--- src/rtl/tx_pattern_gen.sv ---
// Parallel TX test-pattern source: counter, walking one, PRBS-7 (x^7+x^6+1) or 0x55/0xAA words.
// One cycle from en to valid; no backpressure, en=0 freezes the word and the generator state.
module tx_pattern_gen #(
    parameter int              WIDTH     = 8,
    parameter logic [WIDTH-1:0] INIT     = '0,
    parameter int              STEP      = 1,
    parameter logic [6:0]      PRBS_SEED = 7'h7F
) (
    input  logic             clk,
    input  logic             rst,
    input  logic             en,
    input  logic [1:0]       mode,
    output logic [WIDTH-1:0] count,
    output logic             valid,
    output logic             wrap
);

    typedef enum logic [1:0] {
        MODE_CNT  = 2'b00,
        MODE_WALK = 2'b01,
        MODE_PRBS = 2'b10,
        MODE_ALT  = 2'b11
    } mode_e;

    function automatic logic [WIDTH-1:0] alt_pattern();
        logic [WIDTH-1:0] w;
        for (int i = 0; i < WIDTH; i++) begin
            w[i] = (i % 2 == 0);
        end
        return w;
    endfunction

    localparam logic [WIDTH-1:0] ALT_WORD = alt_pattern();
    localparam logic [WIDTH-1:0] STEP_W   = WIDTH'(STEP);

    function automatic logic [WIDTH-1:0] start_word(input mode_e m);
        case (m)
            MODE_CNT:  return INIT;
            MODE_WALK: return WIDTH'(1);
            MODE_PRBS: return '0;
            default:   return ALT_WORD;
        endcase
    endfunction

    logic [WIDTH-1:0] word_q;
    logic [6:0]       lfsr_q;
    mode_e            mode_q;
    logic             restart_q;

    mode_e            mode_in;
    mode_e            cur_mode;
    logic             mode_chg;
    logic [WIDTH-1:0] cur_word;
    logic [6:0]       cur_lfsr;
    logic [WIDTH:0]   sum;
    logic [WIDTH-1:0] prbs_word;
    logic [6:0]       prbs_lfsr;
    logic             fb;
    logic [WIDTH-1:0] nxt_word;
    logic [6:0]       nxt_lfsr;
    logic             wrap_nxt;

    // Until the first word after reset, the generator behaves as if freshly loaded
    // with the start value of whatever mode is currently selected.
    always_comb begin
        mode_in   = mode_e'(mode);
        cur_mode  = restart_q ? mode_in : mode_q;
        mode_chg  = !restart_q && (mode_in != mode_q);
        cur_word  = restart_q ? start_word(mode_in) : word_q;
        cur_lfsr  = restart_q ? PRBS_SEED : lfsr_q;
        sum       = {1'b0, cur_word} + {1'b0, STEP_W};
        prbs_word = cur_word;
        prbs_lfsr = cur_lfsr;
        fb        = 1'b0;
        for (int i = 0; i < WIDTH; i++) begin
            fb        = prbs_lfsr[6] ^ prbs_lfsr[5];
            prbs_lfsr = {prbs_lfsr[5:0], fb};
            prbs_word = {prbs_word[WIDTH-2:0], fb};
        end
        nxt_lfsr = cur_lfsr;
        case (cur_mode)
            MODE_CNT: begin
                nxt_word = sum[WIDTH-1:0];
                wrap_nxt = sum[WIDTH];
            end
            MODE_WALK: begin
                nxt_word = {cur_word[WIDTH-2:0], cur_word[WIDTH-1]};
                wrap_nxt = cur_word[WIDTH-1];
            end
            MODE_PRBS: begin
                nxt_word = prbs_word;
                nxt_lfsr = prbs_lfsr;
                wrap_nxt = (prbs_lfsr == PRBS_SEED);
            end
            default: begin
                nxt_word = ~cur_word;
                wrap_nxt = 1'b0;
            end
        endcase
    end

    always_ff @(posedge clk or negedge rst) begin
        if (!rst) begin
            count     <= '0;
            valid     <= 1'b0;
            wrap      <= 1'b0;
            word_q    <= '0;
            lfsr_q    <= PRBS_SEED;
            mode_q    <= MODE_CNT;
            restart_q <= 1'b1;
        end else if (mode_chg) begin
            word_q <= start_word(mode_in);
            lfsr_q <= PRBS_SEED;
            mode_q <= mode_in;
            valid  <= 1'b0;
            wrap   <= 1'b0;
        end else if (en) begin
            count     <= cur_word;
            valid     <= 1'b1;
            wrap      <= wrap_nxt;
            word_q    <= nxt_word;
            lfsr_q    <= nxt_lfsr;
            mode_q    <= cur_mode;
            restart_q <= 1'b0;
        end else begin
            valid <= 1'b0;
            wrap  <= 1'b0;
        end
    end

endmodule

--- config.mk ---
export PLATFORM = sky130hd
export DESIGN_NAME = tx_pattern_gen
export DESIGN_NICKNAME = d
export VERILOG_FILES = /design/src/rtl/tx_pattern_gen.sv
export SDC_FILE = /design/constraint.sdc
export NUM_CORES = 1
export LEC_CHECK = 0
export CORE_MARGIN = 3
export CORE_UTILIZATION = 35
export CTS_CLUSTER_SIZE = 20
export DETAILED_ROUTE_END_ITERATION = 6
export GPL_TIMING_DRIVEN = 0
export PLACE_DENSITY = 0.59
export REMOVE_ABC_BUFFERS = 1
export SYNTH_ARGS = -nofsm -noshare
export SYNTH_HDL_FRONTEND = slang
export SYNTH_SLANG_ARGS = --single-unit
export TNS_END_PERCENT = 5
--- constraint.sdc ---
create_clock -name clk -period 2.7 [get_ports clk]
set_input_delay 0.54 -clock clk [delete_from_list [all_inputs] [get_ports clk]]
set_output_delay 0.54 -clock clk [all_outputs]
set_load 0.02 [all_outputs]
==> results of run 1 <==
cell type report:
cell class	count	area [um^2]	share of cell area [%]
clock buffers	3	41.3	2.02
clock inverters	1	30.0	1.47
inverters	7	26.3	1.29
multi-input cells	151	1010	49.5
flip-flops and latches	28	714	35.0
well taps	67	83.8	4.11
repair buffers	14	135	6.62
cells in the mapped netlist (5+ instances only):
library cell	instances	area share, %
o22a_1	5	2.4
xnor2_1	9	4.3
o21ai_0	20	5.4
buf_2	8	2.2
dfrtp_1	20	27
and2_1	5	1.7
clkbuf_1	9	1.8
nand3_1	5	1.4
nor2_1	11	2.2
dfstp_2	8	11
inv_1	7	1.4
nor3_1	6	1.6
a21oi_1	7	1.9
nand2_1	19	3.9
mux2_1	5	3.0
cell families after synthesis:
logic type | synth area share (%)
AO/OA/AOI/OAI | 22.7
AND/OR/NAND/NOR | 17.8
buffers and inverters | 6.84
XOR/XNOR | 7.45
multiplexers | 6.03
adder cells (fa/ha/maj) | 0.677
flip-flops | 38.5
worst max-delay path by stage:
stage              start         to  cells after the start
2_1_floorplan  restart_q  word_q[2]                      6
3_3_place_gp     mode[0]  word_q[2]                      7
3_5_place_dp     mode[0]  word_q[2]                      7
4_1_cts        restart_q  word_q[2]                      6
5_1_grt          mode[0]  word_q[2]                      7
6_report         mode[0]  word_q[2]                      7
flip-flops by register name, summed over array words and instances, names as in the netlist:
register and cells:
valid 1, restart_q 1, wrap 1, mode_q 2, word_q 8, lfsr_q 7, count 8
per-stage QoR:
step / worst slack [ps] / setup TNS, ps / hold slack [ps] / utilization (%)
after global routing: 38.1 / 0 / 317 / 41.6
after floorplan: 399 / 0 / 244 / -
after global placement: -189 / -214 / 476 / 40.1
final: 136 / 0 / 267 / 41.6
after detailed placement: -129 / -129 / 484 / 40.1
after CTS: 92.3 / 0 / 508 / 41.6
worst max-delay path, cell delays in order:
cell,delay [ps]
clkdlybuf4s50_1,590
mux2_2,360
ha_1,230
xnor2_1,140
o311a_1,280
a2111oi_0,450
o21a_1,190
where the power goes:
part,total (W),switching (W),internal [W]
sequential,0.000519,0.0000513,0.000468
clock,0.000333,0.000134,0.000199
combinational,0.000265,0.000138,0.000127
layer usage:
metal / wire length (um) / global-route usage (%) / vias to the layer above / share of wire (%)
li1: - / - / 734 / -
met1: 2180 / 23.1 / 739 / 50
met2: 1920 / 22.4 / 48 / 44
met3: 204 / 3.21 / 4 / 4.7
met4: 40 / 2.45 / 0 / 0.92
met5: 0 / 0 / - / 0
timing repair:
action	CTS	global route
gates resized for setup	0	1
setup buffers	0	0
setup endpoints to repair	0	1
==> results.yml, run 1 <==
clock_network:
  cts_hold_buf: 0
  htree_levels: 1
  cts_inserted_buffers: 3
  cts_tree: "yes"
  clk_path_buf_depth: 2
  clk_pin_slew_ps: 100
  insertion_delay_ps: 280
  root_buffer: "clkbuf_8"
  clock-sinks: 28
final_layout:
  finalInstanceArea_um2: 2040
  drive_above_1_share_pct: 9.80
  area_delta_synth_final_pct: 10.5
  nets: 211
  layout_common_cells: "o21ai_0 (20), dfrtp_1 (20), nand2_1 (19), clkdlybuf4s50_1 (13), nor2_1 (11)"
  instances_no_fill: 271
  antenna_cells: 0
  fillers: 496
grt:
  grtUsageTotal_pct: 15.2
  antenna_found_initial: 0
  grt_pass1_wl_mm: 7.51
  grt_pass1_vias: 1449
  overflow: 0
  grt_max_degree: 29
floorplan:
  core_area_um2: 4910
  rows: 25
  initial_utilization_pct: 37.6
  fp.dieW_um: 78.6
  dieArea_um2: 6180
  io_pins: 15
  die_h_um: 78.6
setup_path:
  ff2ff_path_depth: 6
  arrival_ps: 2780
  rr_endpoint: "word_q[2]"
  crit_type: "in -> reg"
  crit_path_max_fanout: 10
  startpoint_type: "primary input"
  r2r_setup_slack_ps: 170
  required_ps: 2920
  cp-end-kind: "register"
  timing.rr.start: "restart_q"
timing:
  worstMarginPinSlew_ps: 836
  fmax_mhz: 390
  report.final.slew_viol_count: 0
  setup_violations: 0
  fin_skew_ps: 3.67
  rsz0062_at_grt: "no"
  slew_headroom_pct: 44.3
  timing.final.crit_share_pct: 95.0
  final-hold-violation-count: 0
  finalCriticalPeriod_ps: 2560
yosys:
  seq_area_frac_synth_pct: 38.5
  synth_area_um2: 1850
  ys_seq_elements: 28
  postSynthCellCount: 206
  synth_edf_count: 0
  synth_cell_types: 49
  ys.flop_type: "dfrtp_1"
  avgSynthCellArea_um2: 8.96
  ys_async_sr_fraction_pct: 100
  yosys_warnings: 0
routing:
  drc: 0
  drt_wl_total_mm: 4.34
  num_vias: 1525
  drt_iter0_markers: 142
  drtAntennaViolNets: 0
  drt-wirelength-per-cell_um: 16.0
  viasPerCell: 5.63
  dr.pass1.iters: 5
placed_design:
  place_inst: 267
  routabilityCongestion: 0.870
  io_buffers: 14
  dp_hpwl_mm: 2.96
  place_area_um2: 1970
run_status:
  status: "finished clean"
worst_hold_path:
  hold_path_class: "in -> async"
power:
  power.total_w: 0.00112
  powerDensity_nw_per_um2: 547
  p_leak_nw: 0.816
  vdd_drop_max_mv: 0.290
job:
  cap_violations: 0
Note: power is estimated with default switching activity, not from simulation.
==> run 2: changes to the inputs <==
--- a/config.mk
+++ b/config.mk
@@ -5,13 +5,14 @@
 export SDC_FILE = /design/constraint.sdc
 export NUM_CORES = 1
 export LEC_CHECK = 0
-export CORE_MARGIN = 3
+export CORE_MARGIN = 5
 export CORE_UTILIZATION = 35
 export CTS_CLUSTER_SIZE = 20
 export DETAILED_ROUTE_END_ITERATION = 6
 export GPL_TIMING_DRIVEN = 0
 export PLACE_DENSITY = 0.59
 export REMOVE_ABC_BUFFERS = 1
+export SLEW_MARGIN = 20
 export SYNTH_ARGS = -nofsm -noshare
 export SYNTH_HDL_FRONTEND = slang
 export SYNTH_SLANG_ARGS = --single-unit
==> run 2 against run 1 <==
  * Sequential power about the same
  * Combinational power about the same
  * Hold slack improved by 4.8 ps
  * Clock skew decreased by 1.5 ps
  * Largest cell class unchanged
==> results.yml, run 2 (synthesis results as in run 1) <==
run_status:
  status: "finished clean"
routing:
  num_vias: 1569
  drt_wl_total_mm: 4.48
  drc: 0
  viasPerCell: 5.73
  dr.pass1.iters: 4
  drtAntennaViolNets: 0
  drt_iter0_markers: 130
  drt-wirelength-per-cell_um: 16.3
setup_path:
  crit_family: "compound AO/OA/AOI/OAI gates"
  cp-end-kind: "register"
  arrival_ps: 2790
  worst_path_largest_cell_delay_ps: 610
  worst-path-buf-inv: 1
  slowest_stage: "clkdlybuf4s50_1"
  crit_path_max_fanout: 10
  crit_type: "in -> reg"
  required_ps: 2920
  startpoint_type: "primary input"
  critical_path.cell_chain: "clkdlybuf4s50_1 -> mux2_2 -> ha_1 -> xnor2_1 -> o311a_1 -> a2111oi_0 -> o21a_1"
power:
  power.total_w: 0.00102
  powerDensity_nw_per_um2: 506
  vdd_drop_max_mv: 0.193
  p_leak_nw: 0.803
final_layout:
  multiInputGateArea_um2: 1010
  ff_latch_area_um2: 714
  fillers: 557
  area_delta_synth_final_pct: 9.28
  layout_common_cells: "o21ai_0 (20), dfrtp_1 (20), nand2_1 (19), clkdlybuf4s50_1 (13), nor2_1 (11)"
  drive_above_1_share_pct: 9.31
  nets: 211
  finalInstanceArea_um2: 2020
  reg.largest.list: "count x8, word_q x8, lfsr_q x7"
  fin_util_pct: 39.5
  antenna_cells: 0
placed_design:
  place_area_um2: 1970
  routabilityCongestion: 0.875
  dp_hpwl_mm: 3.01
  io_buffers: 14
grt:
  overflow: 0
  grt_pass1_wl_mm: 7.82
  grtUsageTotal_pct: 14.8
  grt_pass1_vias: 1598
  antenna_found_initial: 0
  grt_max_degree: 29
timing:
  hold_ws_ps: 272
  report.final.slew_viol_count: 0
  fin_skew_ps: 2.21
  timing.final.crit_share_pct: 94.9
  fmax_mhz: 390
  finalCriticalPeriod_ps: 2560
  setup_violations: 0
  worstMarginPinSlew_ps: 836
  final-hold-violation-count: 0
  slew_headroom_pct: 44.3
  rsz0062_at_grt: "no"
floorplan:
  initial_utilization_pct: 36.2
  die_h_um: 82.6
  fp.dieW_um: 82.6
  io_pins: 15
  dieArea_um2: 6830
  rows: 26
  core_area_um2: 5110
clock_network:
  cts_hold_buf: 0
  clk_pin_slew_ps: 100
  root_buffer: "clkbuf_8"
  clk_path_buf_depth: 2
  htree_levels: 1
  cts_tree: "yes"
  cts_setup_buffers: 0
  insertion_delay_ps: 280
  clock-sinks: 28
  cts_inserted_buffers: 3
  cts.repair.resized: 0
worst_hold_path:
  hold_path_class: "in -> async"
job:
  cap_violations: 0
-- run 2: cell types whose count changed in the layout (fill, tap and decap cells not counted) --
cell	previous run	this run
bufinv_16	1	0
clkinv_1	0	1
-- run 2: final cells by class --
cell class | count | area share [%]
Multi-Input combinational cell | 151 | 50.0
Tap cell | 70 | 4.34
Timing Repair Buffer | 14 | 6.70
Inverter | 7 | 1.30
Clock inverter | 1 | 0.186
Sequential cell | 28 | 35.4
Clock buffer | 3 | 2.05
-- run 2: routing by layer --
| layer | share of wire (%) | global-route usage [%] |
|---|---|---|
| met5 | 0 | 0 |
| met4 | 2.0 | 6.86 |
| met3 | 4.7 | 1.74 |
| met2 | 46 | 23.1 |
| met1 | 47 | 20.3 |
-- run 2: power breakdown --
| part | switching, W | internal [W] |
|---|---|---|
| logic | 0.000138 | 0.000127 |
| registers | 0.0000515 | 0.000468 |
| clock network | 0.000135 | 0.000102 |
-- run 2: stage by stage --
| step | instances | setup slack (ps) | TNS (ps) |
|---|---|---|---|
| 2_1_floorplan | 186 | 399 | 0 |
| 3_3_place_gp | 270 | -173 | -192 |
| 3_5_place_dp | 270 | -139 | -139 |
| 4_1_cts | 274 | 122 | 0 |
| 5_1_grt | 274 | 34.7 | 0 |
| 6_report | 274 | 138 | 0 |
-- run 2: path summary, 6_finish.rpt --
path | start | end | slack, ps | depth (start not counted)
setup / recovery | mode[0] | word_q[2] | 140 | 7
hold / removal | rst | mode_q[1] | 270 | 1
setup reg to reg | restart_q | word_q[2] | 210 | 6
hold reg to reg | count[0] | count[0] | 500 | 1
max in group asynchronous | rst | count[3] | 2020 | 1
min in group clk | count[0] | count[0] | 500 | 1
-- run 2: worst register-to-register path: stages, from the launching register on --
cell       delay, ps
dfstp_4          800
mux2_2           390
ha_1             230
xnor2_1          130
o311a_1          280
a2111oi_0        420
o21a_1           190
==> run 3: changes to the inputs <==
--- a/config.mk
+++ b/config.mk
@@ -6,11 +6,11 @@
 export NUM_CORES = 1
 export LEC_CHECK = 0
 export CORE_MARGIN = 5
-export CORE_UTILIZATION = 35
+export CORE_UTILIZATION = 33
 export CTS_CLUSTER_SIZE = 20
 export DETAILED_ROUTE_END_ITERATION = 6
 export GPL_TIMING_DRIVEN = 0
-export PLACE_DENSITY = 0.59
+export PLACE_DENSITY = 0.56
 export REMOVE_ABC_BUFFERS = 1
 export SLEW_MARGIN = 20
 export SYNTH_ARGS = -nofsm -noshare
==> constraint.sdc (replaced) <==
create_clock -name clk -period 2.4 [get_ports clk]
set_input_delay 0.48 -clock clk [delete_from_list [all_inputs] [get_ports clk]]
set_output_delay 0.48 -clock clk [all_outputs]
set_load 0.02 [all_outputs]
==> run 3 against run 2 <==
  * Die area grew 5.3%
  * Global-route usage decreased by 1.4 points
  * Sequential cell count is the same
  * First-iteration DRC count fell by 25%
  * Power increased by 16%
  * Largest cell class unchanged
  * Clock power up 27%
  * Utilization shrank 1.6 points
  * Hold slack got worse by 56 ps
  * Combinational power increased by 14%
  * Non-clock buffer count grew 5
  * Setup slack about the same
  * Sequential share of layout area is 0.90 points lower
==> results.yml, run 3 (synthesis results as in run 1) <==
placed_design:
  routabilityCongestion: 0.864
  place_ws_ps: -341
  place_inst: 272
  io_buffers: 14
  dp_hpwl_mm: 3.01
routing:
  drtAntennaViolNets: 0
  drt_wl_total_mm: 4.66
  drt-wirelength-per-cell_um: 16.6
  drt_iter0_markers: 98
  num_vias: 1557
  viasPerCell: 5.54
  drc: 0
  dr.pass1.iters: 4
clock_network:
  clock-sinks: 28
  clk_path_buf_depth: 2
  clk_pin_slew_ps: 100
  root_buffer: "clkbuf_8"
  cts_inserted_buffers: 3
  insertion_delay_ps: 280
  cts_tree: "yes"
  htree_levels: 1
  cts_hold_buf: 0
final_layout:
  layout_common_cells: "o21ai_0 (20), nand2_1 (19), dfrtp_1 (19), clkdlybuf4s50_1 (12), nor2_1 (11)"
  drive_above_1_share_pct: 12.9
  fillers: 580
  layout_commonest_cell: "o21ai_0"
  nets: 216
  instances_no_fill: 281
  reg.largest.list: "count x8, word_q x8, lfsr_q x7"
  area_delta_synth_final_pct: 12.3
  antenna_cells: 0
timing:
  hold_ws_ps: 216
  timing.final.crit_share_pct: 94.3
  fin_ws_ps: 137
  worstMarginPinSlew_ps: 692
  setup_violations: 0
  fin_skew_ps: 7.06
  rsz0062_at_grt: "no"
  fmax_mhz: 442
  finalCriticalPeriod_ps: 2260
  final-hold-violation-count: 0
  tns_ps: 0
  slew_headroom_pct: 53.7
  report.final.slew_viol_count: 0
setup_path:
  rr_endpoint: "word_q[2]"
  endpoint: "word_q[2]"
  r2r_setup_slack_ps: 140
  startpoint_type: "register"
  crit_path_max_fanout: 5
  arrival_ps: 2480
  worstSetupStartpoint: "restart_q"
  required_ps: 2620
  cp-end-kind: "register"
  crit_type: "reg -> reg"
  timing.rr.start: "restart_q"
  ff2ff_path_depth: 6
power:
  vdd_drop_max_mv: 0.290
  p_leak_nw: 0.838
  power.total_w: 0.00119
  powerDensity_nw_per_um2: 572
grt:
  antenna_found_initial: 0
  grtUsageTotal_pct: 13.4
  overflow: 0
  grt_max_degree: 29
  grt_pass1_wl_mm: 7.74
  use_met2_pct: 19.5
  grt_use_met1_pct: 19.4
  met3_usage_pct: 1.94
  grt_pass1_vias: 1518
  top_usage_layer: "met2"
run_status:
  status: "finished clean"
floorplan:
  dieArea_um2: 7190
  rows: 27
  io_pins: 15
  initial_utilization_pct: 33.7
  fp.dieW_um: 84.8
  die_h_um: 84.8
  core_area_um2: 5470
job:
  cap_violations: 0
worst_hold_path:
  hold_path_class: "in -> async"
## run 3: changes by cell type in the layout (fill, tap and decap cells not counted)
cell	change
buf_4	+5
a2111oi_0	-1
a2111oi_2	+1
clkbuf_8	+1
clkdlybuf4s50_1	-1
clkinv_1	-1
dfrtp_1	-1
dfrtp_2	+1
dlygate4sd2_1	+1
## run 3: worst min path at each step
| stage | end | slack, ps | startpoint |
|---|---|---|---|
| after floorplan | count[0] | 180 | rst |
| after global placement | count[4] | 480 | count[4] |
| after detailed placement | count[4] | 490 | count[4] |
| after CTS | mode_q[1] | 240 | rst |
| after global routing | mode_q[1] | 270 | rst |
| final | mode_q[1] | 220 | rst |
## run 3: worst max-delay path, cell delays in order, from the launching register on
cell	delay (ps)
dfstp_4	660
mux2_2	350
ha_1	230
xnor2_1	130
o311a_1	310
a2111oi_2	350
o21a_1	170
## run 3: stage by stage
step                area, um^2  utilization (%)
floorplan                 1750                -
CTS                       2040             37.2
global placement          1980             36.1
finish                    2070             37.9
global route              2070             37.9
detailed placement        1970             36.0
## run 3: what timing repair did
action,4_1_cts,5_1_grt
gates resized for setup,2,3
pin swaps,0,0
cloned,0,0
buffers inserted,1,4
setup endpoints to repair,2,6
## run 3: where the power goes
part           leakage, nW  total [W]  internal (W)  switching, W
Clock               0.0288   0.000301      0.000147      0.000154
Combinational        0.467   0.000300      0.000143      0.000156
Sequential           0.342   0.000585      0.000526     0.0000586
## run 3: layout make-up
type / instances / area [um^2] / area share (%)
multi-input combinational: 151 / 1020 / 49.0
sequential: 28 / 716 / 34.5
timing repair buffer: 19 / 171 / 8.26
tap: 72 / 90.1 / 4.34
clock buffer: 4 / 55.1 / 2.65
inverter: 7 / 26.3 / 1.27
## run 3: per-layer routing
layer | routed length, um | share of wire (%)
met1 | 2180 | 47
met2 | 2150 | 46
met5 | 0 | 0
met4 | 108 | 2.3
met3 | 219 | 4.7
